File: config.mk
export PLATFORM = sky130hd
export DESIGN_NAME = pkt_serializer
export DESIGN_NICKNAME = d
export VERILOG_FILES = /design/src/rtl/pkt_link_pkg.sv /design/src/rtl/pkt_frame_builder.sv /design/src/rtl/pkt_serializer.sv
export SDC_FILE = /design/constraint.sdc
export NUM_CORES = 1
export LEC_CHECK = 0
export CAP_MARGIN = 20
export CORE_MARGIN = 2
export CORE_UTILIZATION = 60
export CTS_CLUSTER_DIAMETER = 50
export DETAILED_ROUTE_END_ITERATION = 7
export HOLD_SLACK_MARGIN = 0.06
export PLACE_DENSITY = 0.94
export SLEW_MARGIN = 25
export SYNTH_ARGS = -nofsm -noshare
export SYNTH_HDL_FRONTEND = slang
export SYNTH_SLANG_ARGS = --single-unit
export TNS_END_PERCENT = 1
File: constraint.sdc
create_clock -name clk -period 5.93 [get_ports clk]
set_clock_uncertainty 0.15 [all_clocks]
set_input_delay 1.186 -clock clk [delete_from_list [all_inputs] [get_ports clk]]
set_output_delay 1.186 -clock clk [all_outputs]
set_load 0.02 [all_outputs]
File: src/rtl/pkt_link_pkg.sv
// Shared constants and types for the 64-bit sync-framed serial link.
// The transmitter and the receiver-side checker both use this package.
package pkt_link_pkg;

    localparam int FRAME_W   = 64;
    localparam int PAYLOAD_W = 44;

    localparam int SYNC1_HI = 62;
    localparam int SYNC1_W  = 5;
    localparam int SYNC2_HI = 36;
    localparam int SYNC2_W  = 5;
    localparam int SYNC3_HI = 8;
    localparam int SYNC3_W  = 9;

    // Field positions inside the frame and inside the payload
    localparam int FIELD_A_HI = 57;
    localparam int FIELD_A_LO = 37;
    localparam int FIELD_B_HI = 31;
    localparam int FIELD_B_LO = 9;
    localparam int PAY_A_HI   = 43;
    localparam int PAY_A_LO   = 23;
    localparam int PAY_B_HI   = 22;
    localparam int PAY_B_LO   = 0;

    typedef enum logic [1:0] {IDLE, SEND, GAP} state_e;

endpackage

File: src/rtl/pkt_frame_builder.sv
// Combinational frame assembly: guard bit, three all-ones sync runs and the two payload fields.
module pkt_frame_builder
    import pkt_link_pkg::*;
(
    input  logic [PAYLOAD_W-1:0] payload,
    output logic [FRAME_W-1:0]   frame
);

    // The guard bit at the top stays zero from the default.
    always_comb begin
        frame = '0;
        frame[SYNC1_HI -: SYNC1_W]     = '1;
        frame[FIELD_A_HI:FIELD_A_LO]   = payload[PAY_A_HI:PAY_A_LO];
        frame[SYNC2_HI -: SYNC2_W]     = '1;
        frame[FIELD_B_HI:FIELD_B_LO]   = payload[PAY_B_HI:PAY_B_LO];
        frame[SYNC3_HI -: SYNC3_W]     = '1;
    end

endmodule

File: src/rtl/pkt_serializer.sv
// Transmit end of the sync-framed serial link: one-deep hold register, frame
// shifter MSB-first at the en strobe rate, and an idle-zero gap between frames.
module pkt_serializer
    import pkt_link_pkg::*;
#(
    parameter int GAP_BITS = 4
) (
    input  logic                 clk,
    input  logic                 rst,
    input  logic                 en,
    input  logic [PAYLOAD_W-1:0] payload,
    input  logic                 load_valid,
    output logic                 load_ready,
    output logic                 dout,
    output logic                 busy,
    output logic                 pkt_sent
);

    localparam logic [3:0] GAP_INIT = 4'(GAP_BITS - 1);
    localparam logic [5:0] BIT_LAST = 6'(FRAME_W - 1);

    state_e                 state;
    logic                   hold_full;
    logic [PAYLOAD_W-1:0]   hold_data;
    logic [FRAME_W-1:0]     frame;
    logic [FRAME_W-1:0]     shreg;
    logic [5:0]             bitcnt;
    logic [3:0]             gapcnt;
    logic                   take;
    logic                   consume;

    pkt_frame_builder u_builder (
        .payload (hold_data),
        .frame   (frame)
    );

    assign take = load_valid && load_ready;

    // consume marks every en edge that moves the held payload into the shifter.
    always_comb begin
        consume = 1'b0;
        if (en && hold_full) begin
            case (state)
                IDLE:    consume = 1'b1;
                SEND:    consume = (bitcnt == '0) && (GAP_BITS == 0);
                GAP:     consume = (gapcnt == '0);
                default: consume = 1'b0;
            endcase
        end
    end

    // NOTE: sequential state uses non-blocking assignments only, so every flop samples pre-edge values.
    always_ff @(posedge clk or negedge rst) begin
        if (!rst) begin
            hold_full  <= 1'b0;
            hold_data  <= '0;
            load_ready <= 1'b1;
        end else if (take) begin
            hold_full  <= 1'b1;
            hold_data  <= payload;
            load_ready <= 1'b0;
        end else if (consume) begin
            hold_full  <= 1'b0;
            load_ready <= 1'b1;
        end
    end

    hold_collision: assert property (@(posedge clk) disable iff (!rst) !(take && consume));

    always_ff @(posedge clk or negedge rst) begin
        if (!rst) begin
            state    <= IDLE;
            shreg    <= '0;
            bitcnt   <= '0;
            gapcnt   <= '0;
            dout     <= 1'b0;
            busy     <= 1'b0;
            pkt_sent <= 1'b0;
        end else begin
            pkt_sent <= 1'b0;
            if (en) begin
                if (state == SEND && bitcnt == '0) begin
                    pkt_sent <= 1'b1;
                end
                if (consume) begin
                    shreg  <= frame;
                    dout   <= frame[FRAME_W-1];
                    bitcnt <= BIT_LAST;
                    state  <= SEND;
                    busy   <= 1'b1;
                end else begin
                    case (state)
                        SEND: begin
                            if (bitcnt != '0) begin
                                shreg  <= shreg << 1;
                                dout   <= shreg[FRAME_W-2];
                                bitcnt <= bitcnt - 6'd1;
                            end else if (GAP_BITS > 0) begin
                                dout   <= 1'b0;
                                gapcnt <= GAP_INIT;
                                state  <= GAP;
                            end else begin
                                dout   <= 1'b0;
                                state  <= IDLE;
                                busy   <= 1'b0;
                            end
                        end
                        GAP: begin
                            if (gapcnt != '0) begin
                                gapcnt <= gapcnt - 4'd1;
                            end else begin
                                state <= IDLE;
                                busy  <= 1'b0;
                            end
                        end
                        default: ;
                    endcase
                end
            end
        end
    end

endmodule

Word-level counts from Yosys, hierarchy flattened:

Index checks and enable logic that the tools add are counted.

* add/sub/neg operators: 2
* $mul: 0
* div/mod/pow operators: 0
* $lt $le $gt $ge: 0
* eq/ne operators: 7
* shift-type cells: 0
* muxes and demuxes: 27
* bitwise gates (word level): 1
* reduce and logical (&&, ||, !) cells: 19

Operator list (count)
* $mux W63: 3
* $mux W6: 3
* $mux W1: 13
* $reduce_bool A2 Y1: 5
* $mux W4: 2
* $pmux W4 S2: 1
* $logic_not A6 Y1: 1
* $mux W2: 3
* $ne A2 B2 Y1 const B: 3
* $ne A3 B3 Y1 const B: 2
* $reduce_and A3 Y1: 2
* $reduce_bool A6 Y1: 1
* $sub A6 B1 Y6 const B: 1
* $reduce_and A5 Y1: 1
* $logic_not A4 Y1: 1
* $pmux W2 S2: 1
* $reduce_and A4 Y1: 1
* $reduce_bool A4 Y1: 1
* $sub A4 B1 Y4 const B: 1
* $logic_and A1 B1 Y1: 3
* $reduce_bool A3 Y1: 1
* $eq A2 B1 Y1 const B: 1
* $eq A2 B2 Y1 const B: 1
* $logic_not A2 Y1: 1
* 3 further kinds: 3

* register bits after elaboration: 124
* latch bits: 0
* RAM bits: 0
* memory bits (read-only): 0
* input bits: 48
* output and inout bits: 4
* memories kept: 0

Longest topological paths before layout:

Gate-level depths: netlist of run 1.

* depth after elaboration: 5
* depth in mapped cells: 8

By module:

From an unflattened synthesis of run 1, not the netlist that was laid out.

* cells, all modules: 544
* area, all modules: 5798.1 um2

Modules (own cells, without submodules)
* pkt_serializer: instances 1, cells each 478, area an instance 5310.1 um2, sequential area each 3104.2 um2
* pkt_frame_builder: instances 1, cells each 66, area an instance 488.0 um2, sequential area each 0.0 um2

Worst setup path after synthesis of run 1:

OpenSTA, ideal clock, no wires.

* kind: input to register
* start: input port load_valid
* end: register hold_data[0]
* arrival: 2.131 ns
* data required time: 5.655 ns
* path slack: 3.525 ns
* cell stages on the path: 3
* path buffers: 1
* path through: nand2_1 -> clkbuf_1 -> mux2_2

* cells in the longest elaborated chain, start to end: 1

RTL lines
* start, declared: RTL line pkt_serializer.sv:12 `input logic load_valid,`
* $logic_and A1 B1 Y1: RTL line pkt_serializer.sv:37 `assign take = load_valid && load_ready;`
* end signal, assigned: RTL line pkt_serializer.sv:60 `hold_data <= payload;`
* end, declared: RTL line pkt_serializer.sv:24 `logic [PAYLOAD_W-1:0] hold_data;`

Every way passes these cells.
A chain may end at the register's enable or synchronous reset.

Worst setup path in the final report of run 1:

* start: input port en
* end: register shreg[32]

* cells in the longest elaborated chain, start to end: 4
* elaborated cells on any way between the ends: 6
* classes of those cells: mux (2); reduce/logical (4)

RTL lines
* start, declared: RTL line pkt_serializer.sv:10 `input logic en,`
* $logic_and A1 B1 Y1: RTL line pkt_serializer.sv:42 `if (en && hold_full) begin`
* $mux W1: RTL line pkt_serializer.sv:42
* $reduce_bool A2 Y1 (no source line)
* $reduce_and A3 Y1 (no source line)
* end signal, assigned: RTL line pkt_serializer.sv:86 `shreg <= frame;`
* end signal, assigned: RTL line pkt_serializer.sv:95 `shreg <= shreg << 1;`
* end, declared: RTL line pkt_serializer.sv:26 `logic [FRAME_W-1:0] shreg;`

Several ways; a longest one is shown, not always the timed one.

==> results of run 1 <==
## sequential cells by signal, indices dropped and copies added (netlist names), 2 cells and up
register and flops:
hold_data 44, state 2, shreg 63, bitcnt 6
gapcnt 4
## worst paths after layout
path / start / endpoint / slack [ps] / cells past startpoint
worst max-delay path: en / shreg[32]$_DFFE_PN0P_ / 2550 / 5
worst min-delay path: shreg[1]$_DFFE_PN0P_ / shreg[1]$_DFFE_PN0P_ / 350 / 1
worst max register to register: bitcnt[2]$_DFFE_PN0P_ / shreg[32]$_DFFE_PN0P_ / 2790 / 4
worst min register to register: shreg[1]$_DFFE_PN0P_ / shreg[1]$_DFFE_PN0P_ / 350 / 1
max in group asynchronous: rst / shreg[30]$_DFFE_PN0P_ / 4030 / 2
min in group asynchronous: rst / bitcnt[5]$_DFFE_PN0P_ / 550 / 1
## kinds of logic after synthesis
| logic type | share of synthesized area |
|---|---|
| buf+inv | 0.0422 |
| simple gates | 0.0961 |
| flops | 0.613 |
| xor+xnor | 0.00692 |
| compound gates | 0.134 |
| fa+ha+maj | 0.00988 |
| mux | 0.0978 |
## stage by stage
stage | cell area, sq um | power (W)
floorplan | 5070 | 0.000862
global placement | 5600 | 0.000910
detailed placement | 5650 | 0.000911
CTS | 6280 | 0.00199
global route | 6290 | 0.00204
finish | 6290 | 0.00199
## worst max-delay path: stages
cell             delay, ps
clkdlybuf4s50_1        530
and3b_1                320
o21ai_4                330
nand2_1                800
a2bb2oi_1              370
## power breakdown
group | internal [W] | switching, W | total [W]
Clock | 0.000708 | 0.000384 | 0.00109
Combinational | 0.0000277 | 0.0000215 | 0.0000491
Sequential | 0.000847 | 0 | 0.000847
## final cells by class
type                            instances  share of cell area
Inverter                               20              0.0119
Clock buffer                           19              0.0702
Timing Repair Buffer                   55              0.0925
Clock inverter                         13              0.0302
Sequential cell                       124               0.493
Tap cell                              105              0.0209
Multi-Input combinational cell        252               0.281
## synthesized netlist by cell type (2+ instances only)
cell type,number,area [sq um]
a21oi_1,5,25.0
a22oi_1,14,105
a2bb2oi_1,2,17.5
and3b_1,2,17.5
buf_2,15,75.1
buf_6,2,22.5
clkbuf_1,11,41.3
dfrtp_1,123,3080
ha_1,4,50.1
inv_1,20,75.1
mux2_2,44,495
nand2_1,13,48.8
nand3_1,3,15.0
nand3b_1,2,15.0
nor2_1,37,139
nor3_1,34,170
nor3b_1,2,15.0
o211ai_1,2,15.0
o21a_1,2,15.0
o21ai_0,14,70.1
o21ai_1,2,10.0
o22a_1,16,140
o22ai_1,33,206
xor2_1,3,26.3
## per-layer routing
| metal | wire, um | vias up |
|---|---|---|
| met3 | 639 | 43 |
| met1 | 4730 | 1835 |
| li1 | - | 1626 |
| met5 | 0 | - |
| met2 | 5940 | 173 |
| met4 | 461 | 0 |
==> metrics.cfg, run 1 <==
[worst_setup_path]
critPathArrivalTime_ps=3550
setup.worst_path.end_class=register
worstSetupPathType=in2reg
startpoint_type=input pin
required_ps=6100
cp_max_fo=29

[grt]
grt_overflow=0
grt_pass1_vias=3769
antenna_found_initial=0
grtUsageMet1=0.357
grt_busiest_layer=met2
grt_usage=0.285
grt_max_degree=82
grt_use_met2=0.458
grt_pass1_wl_mm=19.3
grtUsageMet3=0.0713

[routing]
drt.antenna.violating_nets=0
drc=0
viasPerCell=6.25
first_pass_iters=5
wire_per_inst_um=20.0
vias=3677
wl_mm=11.8
drt_iter0_markers=340

[placement]
hpwl_mm=6.35
dp.cells=556
place_ws_ps=2130
routabilityCongestion=0.829
portBuffers=51

[floorplanning]
row_count=33
die_y_um=95.9
io_pins=52
dieArea_sq_um=9190
core-area_sq_um=8220
initial_core_util=0.617
fp.dieW_um=95.9

[yosys]
synth_flop_cell=dfrtp_1
synth_nets=476
syn_area_per_cell_sq_um=11.9
synth-seq-area-share=0.613
yosys_warnings=0
syn_area_sq_um=5070
ys_ff_latch=124
synth_cells=424
synth-edff-count=0
async_flop_share=1.00
yosysUniqueCellTypes=43

[finish]
synthToLayoutAreaGrowth_pct=24.2
nets=522
nFillCells=443
num_antenna_cells=0
seq_area_sq_um=3100
drive_above_1_share=0.184
multiInputGateArea_sq_um=1770
layout_common_cells=123 x dfrtp_1, 50 x clkdlybuf4s50_1, 44 x mux2_2
layout_commonest_cell=dfrtp_1
layout.cells.non_filler=588
fin_util=0.766

[sta]
fmax_mhz=296
timing.final.crit_share=0.570
rsz0062_at_grt=no
max_slew.worst_pin.slew_ps=976
slew_headroom=0.350
worst_slack_ps=2550
period_needed_ps=3380
setup_tns_ps=0
holdWs_ps=346
hold_viol_final=0
setup_viol=0
finalMaxSlewViolations=0

[clocking]
insertion_delay_ps=510
htreeDepth=4
clk_pin_slew_worst_paths_ps=60
cts_root_buf=clkbuf_8
clock_sinks=124
cts.repair_timing.setup_buffer_count=0
cts_tree=built
numCtsBuffers=17
cts_hold_buf=0
max-clock-path-buffers=2
cts.repair.resized=0

[flow_run]
maxCapViolations=0

[pwr]
p_per_area_nw_per_um2=316
vdd_drop_max_uv=269
leakage_nw=3.16

[outcome]
status=finished clean

[worst_hold_path]
hold_class=reg2reg

No activity file was read; power rests on OpenSTA's default activity.
==> inputs of run 2 (changes only) <==
--- a/config.mk
+++ b/config.mk
@@ -7,11 +7,11 @@
 export LEC_CHECK = 0
 export CAP_MARGIN = 20
 export CORE_MARGIN = 2
-export CORE_UTILIZATION = 60
+export CORE_UTILIZATION = 56
 export CTS_CLUSTER_DIAMETER = 50
 export DETAILED_ROUTE_END_ITERATION = 7
 export HOLD_SLACK_MARGIN = 0.06
-export PLACE_DENSITY = 0.94
+export PLACE_DENSITY = 0.89
 export SLEW_MARGIN = 25
 export SYNTH_ARGS = -nofsm -noshare
 export SYNTH_HDL_FRONTEND = slang
==> constraint.sdc (replaced) <==
create_clock -name clk -period 3.2 [get_ports clk]
set_clock_uncertainty 0.15 [all_clocks]
set_input_delay 0.64 -clock clk [delete_from_list [all_inputs] [get_ports clk]]
set_output_delay 0.64 -clock clk [all_outputs]
set_load 0.02 [all_outputs]
==> run 2 against run 1 <==
Via count is 0.22% lower; combinational power is 91% higher; worst hold slack worse by 1.3 ps; clock power is 69% higher; power is 76% higher; critical endpoint is now shreg[37]$_DFFE_PN0P_; first-iteration DRC count is 15% lower.
==> metrics.cfg, run 2 (synthesized netlist as in run 1, its figures left out) <==
[worst_setup_path]
critPathArrivalTime_ps=2820  ; -730 ps
cp_max_fo=26  ; -10%
startpoint_type=register
setup.worst_path.end_class=register
rrSetupSlack_ps=610  ; -2180 ps
worstSetupPathType=reg2reg
cpPeakStageDelay_ps=540  ; -260 ps
reg2reg_from=gapcnt[1]$_DFFE_PN0P_
reg2reg_to=shreg[37]$_DFFE_PN0P_
slowest_stage=nor3b_1
required_ps=3440  ; -2660 ps
crit_family=simple AND/OR/NAND/NOR gates
cp_cell_sequence=inv_1 > ha_1 > nor3b_1 > o21ai_2 > buf_4 > o22ai_1 > nor2_1
rr_worst_depth=7  ; +3
critPathBufInv=2  ; +1

[finish]
fin_util=0.717  ; -0.0492
reg.largest.list=shreg x63, hold_data x44, bitcnt x6
layout_common_cells=123 x dfrtp_1, 50 x clkdlybuf4s50_1, 44 x mux2_2
synthToLayoutAreaGrowth_pct=24.0
largest-register=shreg
drive_above_1_share=0.189  ; +0.00426
largest_reg_flops=63  ; unchanged
layout_commonest_cell=dfrtp_1
num_antenna_cells=0  ; unchanged
layout.cells.non_filler=596  ; +1.4%
nets=527  ; +0.96%

[worst_hold_path]
hold_class=reg2reg
hold_path_depth=1  ; unchanged
hold_end=shreg[4]$_DFFE_PN0P_
min_from=shreg[4]$_DFFE_PN0P_

[sta]
finalMaxSlewViolations=0  ; unchanged
period_needed_ps=2590
fmax_mhz=387
setup_tns_ps=0  ; unchanged
hold_viol_final=0  ; unchanged
rsz0062_at_grt=no
max_slew.worst_pin.slew_ps=837  ; -138 ps
slew_headroom=0.442  ; +0.0922
setup_viol=0  ; unchanged
timing.final.crit_share=0.808

[routing]
drt.antenna.violating_nets=0  ; unchanged
wire_per_inst_um=18.8  ; -5.9%
drc=0  ; unchanged
dr_wl_met2_mm=5.79  ; -2.5%
vias=3669  ; -0.22%
top_layer=met4
wl_mm=11.2  ; -4.7%
drt_iter0_markers=289  ; -15%
first_pass_iters=5  ; unchanged
viasPerCell=6.16  ; -1.6%
dr_wl_met3_um=646  ; +1.1%
wl_met1_mm=4.58  ; -3.2%

[clocking]
numCtsBuffers=17  ; unchanged
htreeDepth=4  ; unchanged
clk_pin_slew_worst_paths_ps=60  ; about the same
cts.repair.resized=0  ; unchanged
cts.repair_timing.setup_buffer_count=0  ; unchanged
insertion_delay_ps=510  ; about the same
cts_tree=built
max-clock-path-buffers=2  ; unchanged
clock_sinks=124  ; unchanged
cts_root_buf=clkbuf_8

[floorplanning]
die_y_um=99.1  ; +3.4%
dieArea_sq_um=9820  ; +6.8%
initial_core_util=0.578  ; -0.0385
io_pins=52  ; unchanged
fp.dieW_um=99.1  ; +3.4%
core-area_sq_um=8760  ; +6.7%
row_count=34  ; +3.0%

[placement]
routabilityCongestion=0.836  ; +0.77%
dp.cells=563  ; +1.3%
hpwl_mm=6.52  ; +2.7%
portBuffers=51  ; unchanged

[grt]
grt_usage=0.247  ; -0.0383
antenna_found_initial=0  ; unchanged
grt_pass1_wl_mm=18.9  ; -2.2%
grt_overflow=0  ; unchanged
grt_max_degree=51  ; -38%
grt_pass1_vias=3787  ; +0.48%

[outcome]
status=finished clean

[pwr]
p_per_area_nw_per_um2=557  ; +76%
leakage_nw=3.13  ; -0.84%
vdd_drop_max_uv=453  ; +68%
total_power_w=0.00350  ; +76%

[flow_run]
maxCapViolations=0  ; unchanged

-- run 2: changes by cell type in the layout (fill, tap and decap cells not counted), sizes merged --
| cell | delta |
|---|---|
| buf | +4 |
| bufinv | -2 |
| clkinv | -3 |
| clkinvlp | +4 |
| dlygate4sd3 | +1 |
| inv | +1 |
-- run 2: final cells by class --
type                       count  area [sq um]
clock buffer                  19           432
fill                         548          2480
sequential                   124          3100
multi-input combinational    252          1760
tap                          108           135
clock inverter                13           143
inverter                      20          75.1
timing repair buffer          60           628
-- run 2: power by group --
part / switching, W / total, W / internal [W]
registers: 0 / 0.00157 / 0.00157
clock network: 0.000707 / 0.00184 / 0.00113
logic: 0.0000398 / 0.0000940 / 0.0000542
total: 0.000746 / 0.00350 / 0.00275
-- run 2: worst reg2reg max path, stage by stage, from the launching register on --
cell and delay, ps:
dfrtp_1 370, inv_1 130, ha_1 200, nor3b_1 540, o21ai_2 390, buf_4 350
o22ai_1 250, nor2_1 90
-- run 2: through the flow --
stage	cell area, sq um	hold WS [ps]	setup slack [ps]
floorplan	5070	194	1080
global placement	5700	311	487
detailed placement	5700	330	388
CTS	6280	343	674
global route	6280	361	510
finish	6280	345	613
-- run 2: worst max-delay path by stage --
stage,start,to,slack (ps),cells past startpoint
floorplan,gapcnt[0]$_DFFE_PN0P_,busy$_DFFE_PN0P_,1080,6
global placement,en,shreg[30]$_DFFE_PN0P_,490,6
detailed placement,en,shreg[41]$_DFFE_PN0P_,390,6
CTS,gapcnt[1]$_DFFE_PN0P_,shreg[52]$_DFFE_PN0P_,670,7
global route,gapcnt[1]$_DFFE_PN0P_,shreg[51]$_DFFE_PN0P_,510,7
finish,gapcnt[1]$_DFFE_PN0P_,shreg[37]$_DFFE_PN0P_,610,7
-- run 2: metal layers --
| layer | vias up | track usage |
|---|---|---|
| met5 | - | 0 |
| met4 | 0 | 0.0906 |
| met3 | 20 | 0.0632 |
| met2 | 165 | 0.410 |
| met1 | 1852 | 0.317 |
| li1 | 1632 | - |
-- run 2: what timing repair did --
item	4_1_cts	5_1_grt
setup endpoints to repair	0	0
endpoints found under the hold margin	40	0
hold buffers	1	0
==> inputs of run 3 (changes only) <==
==> constraint.sdc (replaced) <==
create_clock -name clk -period 2.5 [get_ports clk]
set_clock_uncertainty 0.15 [all_clocks]
set_input_delay 0.5 -clock clk [delete_from_list [all_inputs] [get_ports clk]]
set_output_delay 0.5 -clock clk [all_outputs]
set_load 0.02 [all_outputs]
==> run 3 against run 2 <==
Clock power up 24%; register-to-register slack got worse by 410 ps; global-route usage grew 0.62 points; final cell count grew 1.2%; largest cell class unchanged; worst setup slack got worse by 440 ps; sequential cell count stayed put; first-iteration DRC count decreased by 9.7%; sequential share of layout area is 0.16 points lower; critical endpoint is now load_ready.
==> metrics.cfg, run 3 (synthesized netlist as in run 1, its figures left out) <==
[floorplanning]
dieArea_sq_um=9820  ; unchanged
die_y_um=99.1  ; unchanged
fp.dieW_um=99.1  ; unchanged
core-area_sq_um=8760  ; unchanged
io_pins=52  ; unchanged
initial_core_util=0.578  ; unchanged
row_count=34  ; unchanged

[placement]
routabilityCongestion=0.808  ; -3.3%
portBuffers=51  ; unchanged
placed_cell_area_sq_um=5740  ; +0.70%
place_ws_ps=85.8  ; -302 ps
hpwl_mm=6.72  ; +3.2%

[clocking]
insertion_delay_ps=510  ; about the same
clock_sinks=124  ; unchanged
htreeDepth=4  ; unchanged
cts_tree=built
numCtsBuffers=17  ; unchanged
clk_pin_slew_worst_paths_ps=60  ; about the same
cts_root_buf=clkbuf_8
max-clock-path-buffers=2  ; unchanged
cts.repair.resized=0  ; unchanged

[worst_setup_path]
required_ps=1850  ; -1590 ps
cp-startpoint=load_ready$_DFFE_PN1P_
critPathBufInv=1  ; -1
rr_worst_depth=6  ; -1
cp_max_fo=3  ; -88%
startpoint_type=register
critPathArrivalTime_ps=1670  ; -1150 ps
reg2reg_from=gapcnt[0]$_DFFE_PN0P_
slowest_stage=clkdlybuf4s50_1
cpPeakStageDelay_ps=600  ; +60 ps
reg2reg_to=busy$_DFFE_PN0P_
rrSetupSlack_ps=200  ; -410 ps
crit_family=buffers and inverters
setup.worst_path.end_class=output pin
worstSetupPathType=reg2out
cp_cell_sequence=clkdlybuf4s50_1

[grt]
grt_overflow=0  ; unchanged
grt_max_degree=62  ; +22%
grt_pass1_wl_mm=19.2  ; +1.8%
antenna_found_initial=0  ; unchanged
grt_usage=0.253  ; +0.00618
grt_pass1_vias=3773  ; -0.37%

[outcome]
status=finished clean

[finish]
largest_reg_flops=63  ; unchanged
num_antenna_cells=0  ; unchanged
largest-register=shreg
layout_common_cells=123 x dfrtp_1, 50 x clkdlybuf4s50_1, 44 x mux2_2
stdcell_area_sq_um=6300  ; +0.32%
nets=534  ; +1.3%
drive_above_1_share=0.202  ; +0.0135
layout_commonest_cell=dfrtp_1
fin_util=0.719  ; +0.00228
nFillCells=543  ; -0.91%
reg.largest.list=shreg x63, hold_data x44, bitcnt x6
synthToLayoutAreaGrowth_pct=24.4

[routing]
wl_mm=11.5  ; +2.6%
viasPerCell=6.16  ; about the same
drt_iter0_markers=261  ; -9.7%
drc=0  ; unchanged
drt.antenna.violating_nets=0  ; unchanged
vias=3713  ; +1.2%
wire_per_inst_um=19.1  ; +1.4%
first_pass_iters=6  ; +1

[sta]
max_slew.worst_pin.slew_ps=423  ; -415 ps
rsz0062_at_grt=no
slew_headroom=0.716  ; +0.274
timing.final.crit_share=0.929
finalMaxSlewViolations=0  ; unchanged
fmax_mhz=431
hold_viol_final=0  ; unchanged
period_needed_ps=2320
setup_viol=0  ; unchanged
setup_tns_ps=0  ; unchanged
worst_slack_ps=178  ; -436 ps

[worst_hold_path]
hold_class=in2async

[flow_run]
maxCapViolations=0  ; unchanged

[pwr]
leakage_nw=3.16  ; +1.0%
vdd_drop_max_uv=629  ; +39%
total_power_w=0.00441  ; +26%
p_per_area_nw_per_um2=700  ; +26%

[run 3: cell types whose count changed in the layout (fill, tap and decap cells not counted)]
cell,before,now
buf_12,4,3
buf_4,5,13
bufinv_16,2,1
clkbuf_1,1,0
clkbuf_8,2,1
clkinv_2,2,3
clkinv_4,2,4
clkinvlp_4,5,3
inv_6,2,3
inv_8,0,1
[run 3: what timing repair did]
action                                 in CTS  in global routing
setup buffers                               0                  0
hold buffers                                1                  0
endpoints found under the hold margin      27                  0
[run 3: how the worst max path moves through the flow]
stage | to | depth (start not counted) | slack (ps)
4_1_cts | load_ready | 1 | 160
2_1_floorplan | busy$_DFFE_PN0P_ | 6 | 380
5_1_grt | busy$_DFFE_PN0P_ | 6 | 80
3_5_place_dp | shreg[20]$_DFFE_PN0P_ | 6 | 90
3_3_place_gp | bitcnt[0]$_DFFE_PN0P_ | 6 | 170
6_report | load_ready | 1 | 180
[run 3: final cells by class]
class,count,area (sq um),share of cell area
Clock buffer,17,414,0.0657
Timing Repair Buffer,67,668,0.106
Clock inverter,15,140,0.0222
Tap cell,108,135,0.0214
Sequential cell,124,3100,0.493
Multi-Input combinational cell,252,1760,0.280
Inverter,20,75.1,0.0119
[run 3: power breakdown]
part | internal [W] | total, W | switching, W
registers | 0.00201 | 0.00201 | 0
clock network | 0.00133 | 0.00228 | 0.000948
logic | 0.0000703 | 0.000122 | 0.0000515
[run 3: per-layer routing]
layer	part of all wire	up-vias	global-route usage	wire, um
met1	0.41	1885	0.322	4740
met2	0.52	149	0.416	5950
met3	0.046	34	0.0611	533
met5	0	-	0	0
li1	-	1645	-	-
met4	0.025	0	0.113	288
[run 3: per-stage QoR]
| step | instances | hold WS, ps |
|---|---|---|
| detailed placement | 570 | 299 |
| global route | 603 | 335 |
| global placement | 570 | 305 |
| floorplan | 424 | 54.4 |
| CTS | 603 | 308 |
| finish | 603 | 303 |
